<file path="src/rtl/wrr_ctrl_pkg.sv">
// Shared definitions for the WRR interval controller.
// Contents: sizing constants, FSM state encoding, register map addresses,
// reset defaults of the configuration registers and a one-hot index helper.
package wrr_ctrl_pkg;

    localparam int NUM_CH = 4;
    localparam int WT_W   = 4;
    localparam int IVL_W  = 16;
    localparam int TO_W   = 8;

    // Encoding is visible to software through STATUS[4:3].
    typedef enum logic [1:0] {
        ST_IDLE  = 2'd0,
        ST_START = 2'd1,
        ST_RUN   = 2'd2,
        ST_DRAIN = 2'd3
    } state_t;

    localparam logic [2:0] ADDR_CTRL     = 3'd0;
    localparam logic [2:0] ADDR_WT_STAGE = 3'd1;
    localparam logic [2:0] ADDR_IVL_LEN  = 3'd2;
    localparam logic [2:0] ADDR_TO_LEN   = 3'd3;
    localparam logic [2:0] ADDR_STATUS   = 3'd4;
    localparam logic [2:0] ADDR_GNT_SNAP = 3'd5;

    localparam logic [NUM_CH*WT_W-1:0] WT_RST  = 16'h1111;
    localparam logic [IVL_W-1:0]       IVL_RST = 16'd256;
    localparam logic [TO_W-1:0]        TO_RST  = 8'd0;

    // Index of the set bit of a one-hot grant vector (0 when none is set).
    function automatic logic [1:0] onehot_idx(input logic [NUM_CH-1:0] v);
        onehot_idx = 2'd0;
        for (int i = 0; i < NUM_CH; i++) begin
            if (v[i]) onehot_idx = 2'(i);
        end
    endfunction

endpackage

</file>
<file path="src/rtl/wrr_interval_ctrl_if.sv">
// Bundle of the configuration bus and arbiter-side signals of the WRR
// interval controller.
//   master : register-bus host and arbiter/master side (drives cfg_*,
//            gnt_vec, end_access_vec; observes everything else)
//   slave  : the controller itself
interface wrr_interval_ctrl_if;

    logic        cfg_wr;
    logic [2:0]  cfg_addr;
    logic [15:0] cfg_wdata;
    logic [15:0] cfg_rdata;
    logic [3:0]  gnt_vec;
    logic [3:0]  end_access_vec;
    logic [3:0]  req_vec_wt_0;
    logic [3:0]  req_vec_wt_1;
    logic [3:0]  req_vec_wt_2;
    logic [3:0]  req_vec_wt_3;
    logic        req_n_valid;
    logic [3:0]  force_end_vec;
    logic        interval_done;
    logic        timeout_err;

    modport master (
        output cfg_wr, cfg_addr, cfg_wdata, gnt_vec, end_access_vec,
        input  cfg_rdata, req_vec_wt_0, req_vec_wt_1, req_vec_wt_2,
               req_vec_wt_3, req_n_valid, force_end_vec, interval_done,
               timeout_err
    );

    modport slave (
        input  cfg_wr, cfg_addr, cfg_wdata, gnt_vec, end_access_vec,
        output cfg_rdata, req_vec_wt_0, req_vec_wt_1, req_vec_wt_2,
               req_vec_wt_3, req_n_valid, force_end_vec, interval_done,
               timeout_err
    );

endinterface

</file>
<file path="src/rtl/wrr_interval_ctrl_watchdog.sv">
// Grant tenure watchdog.
// Counts how long the current holder keeps the bus; when the tenure reaches
// to_len cycles the holder is force-ended for one cycle and an error event
// is raised.
// Ports:
//   clk, reset      clock, async active-high reset
//   active          controller is outside IDLE
//   to_len          tenure limit, 0 disables
//   gnt_vec         one-hot grant from the arbiter
//   end_access_vec  end-of-access from the masters
//   gnt_q           gnt_vec delayed by one cycle (shared with the grant counters)
//   force_end_vec   forced end for the hung holder (combinational)
//   err_set         one-cycle error event, same cycle as force_end_vec
//   err_ch          index of the last force-ended holder
module wrr_tenure_watchdog
    import wrr_ctrl_pkg::*;
(
    input  logic              clk,
    input  logic              reset,
    input  logic              active,
    input  logic [TO_W-1:0]   to_len,
    input  logic [NUM_CH-1:0] gnt_vec,
    input  logic [NUM_CH-1:0] end_access_vec,
    output logic [NUM_CH-1:0] gnt_q,
    output logic [NUM_CH-1:0] force_end_vec,
    output logic              err_set,
    output logic [1:0]        err_ch
);

    logic [TO_W-1:0] ten_cnt;
    logic [TO_W:0]   ten_inc;
    logic            tenure_break;
    logic            fire;

    // A tenure restarts whenever the bus goes idle, the grant moves, or the
    // holder itself ends its access.
    assign tenure_break = (gnt_vec == '0) || (gnt_vec != gnt_q) ||
                          ((end_access_vec & gnt_vec) != '0);

    // ten_cnt counts the cycles already held; this cycle makes it ten_inc.
    assign ten_inc = {1'b0, ten_cnt} + {{TO_W{1'b0}}, 1'b1};

    assign fire = active && (to_len != '0) && !tenure_break &&
                  (ten_inc == {1'b0, to_len});

    assign force_end_vec = fire ? gnt_vec : '0;
    assign err_set       = fire;

    always_ff @(posedge clk or posedge reset) begin
        if (reset) begin
            gnt_q   <= '0;
            ten_cnt <= '0;
            err_ch  <= 2'd0;
        end else begin
            gnt_q <= gnt_vec;
            if (!active || (to_len == '0) || tenure_break || fire)
                ten_cnt <= '0;
            else
                ten_cnt <= ten_inc[TO_W-1:0];
            if (fire)
                err_ch <= onehot_idx(gnt_vec);
        end
    end

endmodule

</file>
<file path="src/rtl/wrr_interval_ctrl.sv">
// Interval scheduler and configuration controller for the 4-channel
// weighted-round-robin arbiter. Staged weights are applied to the arbiter
// only at interval start; grants are counted per interval and snapshotted
// at interval close; hung holders are force-ended by the tenure watchdog.
// Ports:
//   clk    clock, rising edge
//   reset  asynchronous, active-high
//   bus    register bus and arbiter signals (slave modport)
//
// state  | meaning
// IDLE   | disabled, weights held, watchdog off
// START  | one cycle: req_n_valid, shadow <= staged weights, timer load
// RUN    | interval timer running, grants counted
// DRAIN  | waiting for the bus to be free to close the interval
module wrr_interval_ctrl
    import wrr_ctrl_pkg::*;
(
    input logic                clk,
    input logic                reset,
    wrr_interval_ctrl_if.slave bus
);

    state_t                   state, state_nxt;
    logic                     enable;
    logic [NUM_CH*WT_W-1:0]   wt_stage;
    logic [NUM_CH*WT_W-1:0]   wt_shadow;
    logic [NUM_CH*WT_W-1:0]   wt_active;
    logic [IVL_W-1:0]         ivl_len;
    logic [IVL_W-1:0]         ivl_cnt;
    logic [TO_W-1:0]          to_len;
    logic [3:0]               gnt_cnt [NUM_CH];
    logic [15:0]              snapshot;
    logic                     timeout_err;

    logic [NUM_CH-1:0]        gnt_q;
    logic                     err_set;
    logic [1:0]               err_ch;
    logic                     bus_free;
    logic                     cnt_event;
    logic                     close_ivl;
    logic                     ctrl_wr;

    assign ctrl_wr   = bus.cfg_wr && (bus.cfg_addr == ADDR_CTRL);
    assign bus_free  = (bus.gnt_vec == '0) ||
                       ((bus.end_access_vec & bus.gnt_vec) != '0);
    // A grant counts when it is new, or when the previous holder ended its
    // access (covers a back-to-back regrant of the same master).
    assign cnt_event = (bus.gnt_vec != gnt_q) ||
                       ((bus.end_access_vec & gnt_q) != '0);

    always_comb begin
        state_nxt = state;
        close_ivl = 1'b0;
        case (state)
            ST_IDLE:  if (enable) state_nxt = ST_START;
            ST_START: state_nxt = ST_RUN;
            ST_RUN:   if (!enable || (ivl_cnt == IVL_W'(1))) state_nxt = ST_DRAIN;
            ST_DRAIN: begin
                if (bus_free) begin
                    close_ivl = 1'b1;
                    state_nxt = enable ? ST_START : ST_IDLE;
                end
            end
            default:  state_nxt = ST_IDLE;
        endcase
    end

    always_ff @(posedge clk or posedge reset) begin
        if (reset) state <= ST_IDLE;
        else       state <= state_nxt;
    end

    // During START the arbiter already sees the staged weights.
    assign wt_active = (state == ST_START) ? wt_stage : wt_shadow;

    always_ff @(posedge clk or posedge reset) begin
        if (reset) begin
            wt_shadow <= WT_RST;
            ivl_cnt   <= '0;
            snapshot  <= '0;
            for (int k = 0; k < NUM_CH; k++) gnt_cnt[k] <= 4'd0;
        end else begin
            if (state == ST_START) begin
                wt_shadow <= wt_stage;
                ivl_cnt   <= (ivl_len == '0) ? IVL_W'(1) : ivl_len;
                for (int k = 0; k < NUM_CH; k++) gnt_cnt[k] <= 4'd0;
            end else begin
                if (state == ST_RUN)
                    ivl_cnt <= ivl_cnt - IVL_W'(1);
                if ((state == ST_RUN) || (state == ST_DRAIN)) begin
                    for (int k = 0; k < NUM_CH; k++) begin
                        if (bus.gnt_vec[k] && cnt_event && (gnt_cnt[k] != 4'hF))
                            gnt_cnt[k] <= gnt_cnt[k] + 4'd1;
                    end
                end
            end
            if (close_ivl) begin
                for (int k = 0; k < NUM_CH; k++) snapshot[4*k +: 4] <= gnt_cnt[k];
            end
        end
    end

    always_ff @(posedge clk or posedge reset) begin
        if (reset) begin
            enable   <= 1'b0;
            wt_stage <= WT_RST;
            ivl_len  <= IVL_RST;
            to_len   <= TO_RST;
        end else if (bus.cfg_wr) begin
            case (bus.cfg_addr)
                ADDR_CTRL:     enable   <= bus.cfg_wdata[0];
                ADDR_WT_STAGE: wt_stage <= bus.cfg_wdata;
                ADDR_IVL_LEN:  ivl_len  <= bus.cfg_wdata;
                ADDR_TO_LEN:   to_len   <= bus.cfg_wdata[TO_W-1:0];
                default: ;
            endcase
        end
    end

    // A watchdog event in the same cycle as a clear request keeps the error.
    always_ff @(posedge clk or posedge reset) begin
        if (reset)                               timeout_err <= 1'b0;
        else if (err_set)                        timeout_err <= 1'b1;
        else if (ctrl_wr && bus.cfg_wdata[1])    timeout_err <= 1'b0;
    end

    always_comb begin
        bus.cfg_rdata = 16'h0000;
        case (bus.cfg_addr)
            ADDR_CTRL:     bus.cfg_rdata = {15'd0, enable};
            ADDR_WT_STAGE: bus.cfg_rdata = wt_stage;
            ADDR_IVL_LEN:  bus.cfg_rdata = ivl_len;
            ADDR_TO_LEN:   bus.cfg_rdata = {8'd0, to_len};
            ADDR_STATUS:   bus.cfg_rdata = {11'd0, state, err_ch, timeout_err};
            ADDR_GNT_SNAP: bus.cfg_rdata = snapshot;
            default:       bus.cfg_rdata = 16'h0000;
        endcase
    end

    wrr_tenure_watchdog u_watchdog (
        .clk            (clk),
        .reset          (reset),
        .active         (state != ST_IDLE),
        .to_len         (to_len),
        .gnt_vec        (bus.gnt_vec),
        .end_access_vec (bus.end_access_vec),
        .gnt_q          (gnt_q),
        .force_end_vec  (bus.force_end_vec),
        .err_set        (err_set),
        .err_ch         (err_ch)
    );

    assign bus.req_n_valid   = (state == ST_START);
    assign bus.interval_done = close_ivl;
    assign bus.timeout_err   = timeout_err;
    assign bus.req_vec_wt_0  = wt_active[3:0];
    assign bus.req_vec_wt_1  = wt_active[7:4];
    assign bus.req_vec_wt_2  = wt_active[11:8];
    assign bus.req_vec_wt_3  = wt_active[15:12];

endmodule

</file>
<file path="src/flat_wrapper.sv">
// flat-port wrapper written by rule: the top's interface ports become plain ports
module wrr_interval_ctrl_flat import wrr_ctrl_pkg::*;
  (clk, reset, bus_cfg_wr, bus_cfg_addr, bus_cfg_wdata, bus_gnt_vec, bus_end_access_vec, bus_cfg_rdata, bus_req_vec_wt_0, bus_req_vec_wt_1, bus_req_vec_wt_2, bus_req_vec_wt_3, bus_req_n_valid, bus_force_end_vec, bus_interval_done, bus_timeout_err);
  wrr_interval_ctrl_if bus_i ();
  input logic clk;
  input logic reset;
  input wire logic [$bits(bus_i.cfg_wr)-1:0] bus_cfg_wr;
  input wire logic [$bits(bus_i.cfg_addr)-1:0] bus_cfg_addr;
  input wire logic [$bits(bus_i.cfg_wdata)-1:0] bus_cfg_wdata;
  input wire logic [$bits(bus_i.gnt_vec)-1:0] bus_gnt_vec;
  input wire logic [$bits(bus_i.end_access_vec)-1:0] bus_end_access_vec;
  output wire logic [$bits(bus_i.cfg_rdata)-1:0] bus_cfg_rdata;
  output wire logic [$bits(bus_i.req_vec_wt_0)-1:0] bus_req_vec_wt_0;
  output wire logic [$bits(bus_i.req_vec_wt_1)-1:0] bus_req_vec_wt_1;
  output wire logic [$bits(bus_i.req_vec_wt_2)-1:0] bus_req_vec_wt_2;
  output wire logic [$bits(bus_i.req_vec_wt_3)-1:0] bus_req_vec_wt_3;
  output wire logic [$bits(bus_i.req_n_valid)-1:0] bus_req_n_valid;
  output wire logic [$bits(bus_i.force_end_vec)-1:0] bus_force_end_vec;
  output wire logic [$bits(bus_i.interval_done)-1:0] bus_interval_done;
  output wire logic [$bits(bus_i.timeout_err)-1:0] bus_timeout_err;
  assign bus_i.cfg_wr = bus_cfg_wr;
  assign bus_i.cfg_addr = bus_cfg_addr;
  assign bus_i.cfg_wdata = bus_cfg_wdata;
  assign bus_i.gnt_vec = bus_gnt_vec;
  assign bus_i.end_access_vec = bus_end_access_vec;
  assign bus_cfg_rdata = bus_i.cfg_rdata;
  assign bus_req_vec_wt_0 = bus_i.req_vec_wt_0;
  assign bus_req_vec_wt_1 = bus_i.req_vec_wt_1;
  assign bus_req_vec_wt_2 = bus_i.req_vec_wt_2;
  assign bus_req_vec_wt_3 = bus_i.req_vec_wt_3;
  assign bus_req_n_valid = bus_i.req_n_valid;
  assign bus_force_end_vec = bus_i.force_end_vec;
  assign bus_interval_done = bus_i.interval_done;
  assign bus_timeout_err = bus_i.timeout_err;
  wrr_interval_ctrl u_core (.clk(clk), .reset(reset), .bus(bus_i));
endmodule
</file>
<file path="config.mk">
export PLATFORM = sky130hd
export DESIGN_NAME = wrr_interval_ctrl_flat
export DESIGN_NICKNAME = d
export VERILOG_FILES = /design/src/rtl/wrr_ctrl_pkg.sv /design/src/rtl/wrr_interval_ctrl_if.sv /design/src/rtl/wrr_interval_ctrl_watchdog.sv /design/src/rtl/wrr_interval_ctrl.sv /design/src/flat_wrapper.sv
export SDC_FILE = /design/constraint.sdc
export NUM_CORES = 1
export LEC_CHECK = 0
export BUFFER_PORTS_ARGS = -buffer_cell sky130_fd_sc_hd__buf_2
export CAP_MARGIN = 20
export CORE_MARGIN = 2
export CORE_UTILIZATION = 55
export CTS_CLUSTER_DIAMETER = 50
export DETAILED_ROUTE_END_ITERATION = 10
export PLACE_DENSITY_LB_ADDON = 0.15
export SLEW_MARGIN = 20
export SYNTH_ARGS = -nofsm -noshare
export SYNTH_HDL_FRONTEND = slang
export SYNTH_HIERARCHICAL = 1
export SYNTH_SLANG_ARGS = --single-unit
</file>
<file path="constraint.sdc">
create_clock -name clk -period 4.4 [get_ports clk]
set_input_delay 0.88 -clock clk [delete_from_list [all_inputs] [get_ports clk]]
set_output_delay 0.88 -clock clk [all_outputs]
set_load 0.03 [all_outputs]
</file>
==> impl_metrics.env <==
export IMPL_cts_made_buffers=17
export IMPL_fin_skew_ns=0.00819
export IMPL_setup_tns_ns=0
export IMPL_clock_fmax_mhz=255
export IMPL_ant_nets=0
export IMPL_dp_hpwl_mm=11.1
export IMPL_min_from="u_core/wt_shadow[7]$_DFF_PP0_"
export IMPL_yosysWarnings=6
export IMPL_ir_worst_vdd_mv=0.446
export IMPL_synth_top_family_by_area="multiplexers"
export IMPL_syn_num_nets=618
export IMPL_cts_hold_repair_buffers=0
export IMPL_p_total_uw=5410
export IMPL_crit_arrival_ns=3.04
export IMPL_synth_distinct_cells=70
export IMPL_area_delta_synth_final_pct=16.9
export IMPL_cts_tree="yes"
export IMPL_cts_resized=0
export IMPL_fin_crit_sh=0.891
export IMPL_synth_common_cells="dfrtp_1 (113), mux2_2 (88), nand2_1 (34), o21ai_0 (33), nor2_1 (28)"
export IMPL_place_gp_congestion=0.910
export IMPL_critical_path_cell_chain="ha_1, nand3_2, nor2_1, xor3_1, a2111o_1, nor3_4, and2_1, buf_2"
export IMPL_path_clk_slew_ns=0.05
export IMPL_grt_pass1_wl_mm=26.5
export IMPL_synth_enable_flop_cells=0
export IMPL_hold_depth=1
export IMPL_ys_seq_area_frac=0.476
export IMPL_die_area_sq_mm=0.0126
export IMPL_synth_top_area_share=0.440
export IMPL_synth_most_common_cell="dfrtp_1"
export IMPL_final_util=0.659
export IMPL_io_buffers=68
export IMPL_setup_violations=0
export IMPL_cap_violations=0
export IMPL_antenna_found_initial=0
export IMPL_synthFlopType="dfrtp_1"
export IMPL_finalCriticalPeriod_ns=3.92
export IMPL_synthArstFlopShare=1.00
export IMPL_crit_required_ns=3.52
export IMPL_cts_htree_levels=4
export IMPL_grt_pass1_vias=4945
export IMPL_core_sq_mm=0.0114
export IMPL_cp_slowest_cell="a2111o_1"
export IMPL_syn_cell_area_sq_mm=0.00643
export IMPL_overflow=0
export IMPL_chipWidth_microns=112
export IMPL_clock_sinks=122
export IMPL_num_io_pins=69
export IMPL_dr_pass1_iters=4
export IMPL_synth_xor_area_frac=0.0241
export IMPL_hold_end="u_core/wt_shadow[7]$_DFF_PP0_"
export IMPL_r2r_cells=8
export IMPL_rsz0062_at_grt="no"
export IMPL_slew_viol_final=0
export IMPL_grt_max_degree=54
export IMPL_synthCells=576
export IMPL_status="finished, final reports clean"
export IMPL_drive_gt1_frac=0.340
export IMPL_cp_max_fo=6
export IMPL_hp_class="flip-flop to flip-flop"
export IMPL_first_iter_violations=376
export IMPL_slew_headroom=0.380
export IMPL_crit_start="u_core/u_watchdog/ten_cnt[0]$_DFF_PP0_"
export IMPL_post_drt_wl_per_cell_microns=20.0
export IMPL_r2r_start="u_core/state[1]$_DFFE_PP0P_"
export IMPL_leakage_uw=0.00331
export IMPL_synthMuxAreaShare=0.170
export IMPL_tightest_slew_ns=0.919
export IMPL_hold_violations=0
export IMPL_num_fill_cells=891
export IMPL_fin_ws_ns=0.478
export IMPL_antennaDiodeCount=0
export IMPL_critPathBufInv=1
export IMPL_synth_avg_cell_area_sq_um=11.2
export IMPL_path_delay_family="simple AND/OR/NAND/NOR gates"
export IMPL_wl_mm=16.0
export IMPL_slowest_delay_ns=0.49
export IMPL_cts_path_max_buffers=2
export IMPL_r2r_end="u_core/ivl_cnt[0]$_DFFE_PP0P_"
export IMPL_ys_ff_latch=122
export IMPL_synth_compound_area_frac=0.139
export IMPL_postCtsSetupBuffers=0
export IMPL_clk_latency_ns=0.42
export IMPL_pre_cts_slack_ns=0.962
export IMPL_synth_simple_area_share=0.140
export IMPL_crit_type="flip-flop to output port"
export IMPL_synth_area_leaders="dfrtp_1 (44%), mux2_2 (15%), dfstp_2 (3.7%), o21ai_0 (2.6%), ha_1 (2.3%)"
export IMPL_die_h_microns=112
export IMPL_avgViaCountPerCell=6.25
export IMPL_r2r_slack_ns=1.69
export IMPL_core_rowCount=39
export IMPL_root_buffer="clkbuf_16"
export IMPL_setup_worst_path_end_class="output port"
export IMPL_synthAdderAreaFrac=0.0233
export IMPL_vias=5003
export IMPL_post_route_drc_count=0
export IMPL_gr_usage_all_layers=0.270
export IMPL_nets=687
export IMPL_startpoint_type="flip-flop"
export IMPL_initial_utilization=0.563
export IMPL_p_per_area_mw_per_mm2=719
export IMPL_yosys_area_top_type="dfrtp_1"
## where the power goes
| group | internal, uW | total, uW | switching (uW) | leakage [uW] |
|---|---|---|---|---|
| combinational | 881 | 2090 | 1210 | 0.00154 |
| sequential | 1530 | 1900 | 372 | 0.00147 |
| clock | 938 | 1420 | 487 | 0.000296 |
| total | 3340 | 5410 | 2070 | 0.00331 |
## cells by family (layout without fill, tap and decap cells)
kind of cell	after synthesis	after routing
flip-flops	122	122
XOR/XNOR	16	16
buffers and inverters	43	125
adder cells (fa/ha/maj)	12	12
AO/OA/AOI/OAI	123	123
AND/OR/NAND/NOR	162	162
multiplexers	98	98
## metal layers
metal | GRT usage | wire length, microns | vias up
met5 | 0 | 0 | -
met4 | 0.110 | 336 | 0
met3 | 0.0626 | 667 | 35
met2 | 0.433 | 7790 | 145
met1 | 0.359 | 7240 | 2538
li1 | - | - | 2285
## registers in the layout, summed over array words and instances, names as in the netlist
signal and count:
u_core/snapshot 16, u_core/wt_stage 16, u_core/to_len 8, u_core/bus.timeout_err 1
u_core/enable 1, u_core/ivl_cnt 16, u_core/u_watchdog/err_ch 2, u_core/wt_shadow 16
u_core/gnt_cnt 16, u_core/state 2, u_core/u_watchdog/gnt_q 4, u_core/u_watchdog/ten_cnt 8
u_core/ivl_len 16
## layout by cell type (no fill, tap or decap), types with 14 or more instances in the layout
cell type / Yosys / final
dfrtp_1: 113 / 113
nand3_1: 15 / 15
o21ai_0: 33 / 33
nor2_1: 28 / 28
mux2_2: 88 / 88
inv_1: 15 / 14
nand2_1: 34 / 34
clkbuf_16: 0 / 17
a22oi_1: 16 / 16
a22o_1: 14 / 14
buf_2: 7 / 68
## worst max path at each step
stage | endpoint | slack, ns | depth (start not counted)
global route | bus_force_end_vec[3] | 0.35 | 8
global placement | bus_force_end_vec[3] | 1.09 | 8
detailed placement | bus_force_end_vec[0] | 0.96 | 8
finish | bus_force_end_vec[0] | 0.48 | 8
floorplan | u_core/bus.timeout_err$_DFFE_PP0P_ | 0.69 | 1
CTS | bus_force_end_vec[0] | 0.49 | 8
## per-stage QoR
stage	hold slack (ns)	area [sq um]	cells
2_1_floorplan	0.464	6430	576
3_3_place_gp	0.477	6910	769
3_5_place_dp	0.482	6910	769
4_1_cts	0.495	7520	801
5_1_grt	0.502	7520	801
6_report	0.491	7520	801
## worst reg2reg max path: cells and delay by family (launching register included)
| family | cells | cell delay [ns] |
|---|---|---|
| AOI/OAI and AO/OA | 3 | 0.99 |
| adders and majority gates | 1 | 0.30 |
| DFF | 1 | 0.54 |
| buffers and inverters | 4 | 0.73 |
## final cells by class
cell class / count / area [sq um] / area share
clock buffer: 27 / 533 / 0.0709
clock inverter: 5 / 80.1 / 0.0106
inverter: 16 / 62.6 / 0.00832
multi-input combinational: 411 / 3190 / 0.425
sequential: 122 / 3060 / 0.407
tap: 143 / 179 / 0.0238
timing repair buffer: 77 / 408 / 0.0542
Power figures use the tool's default switching activity.
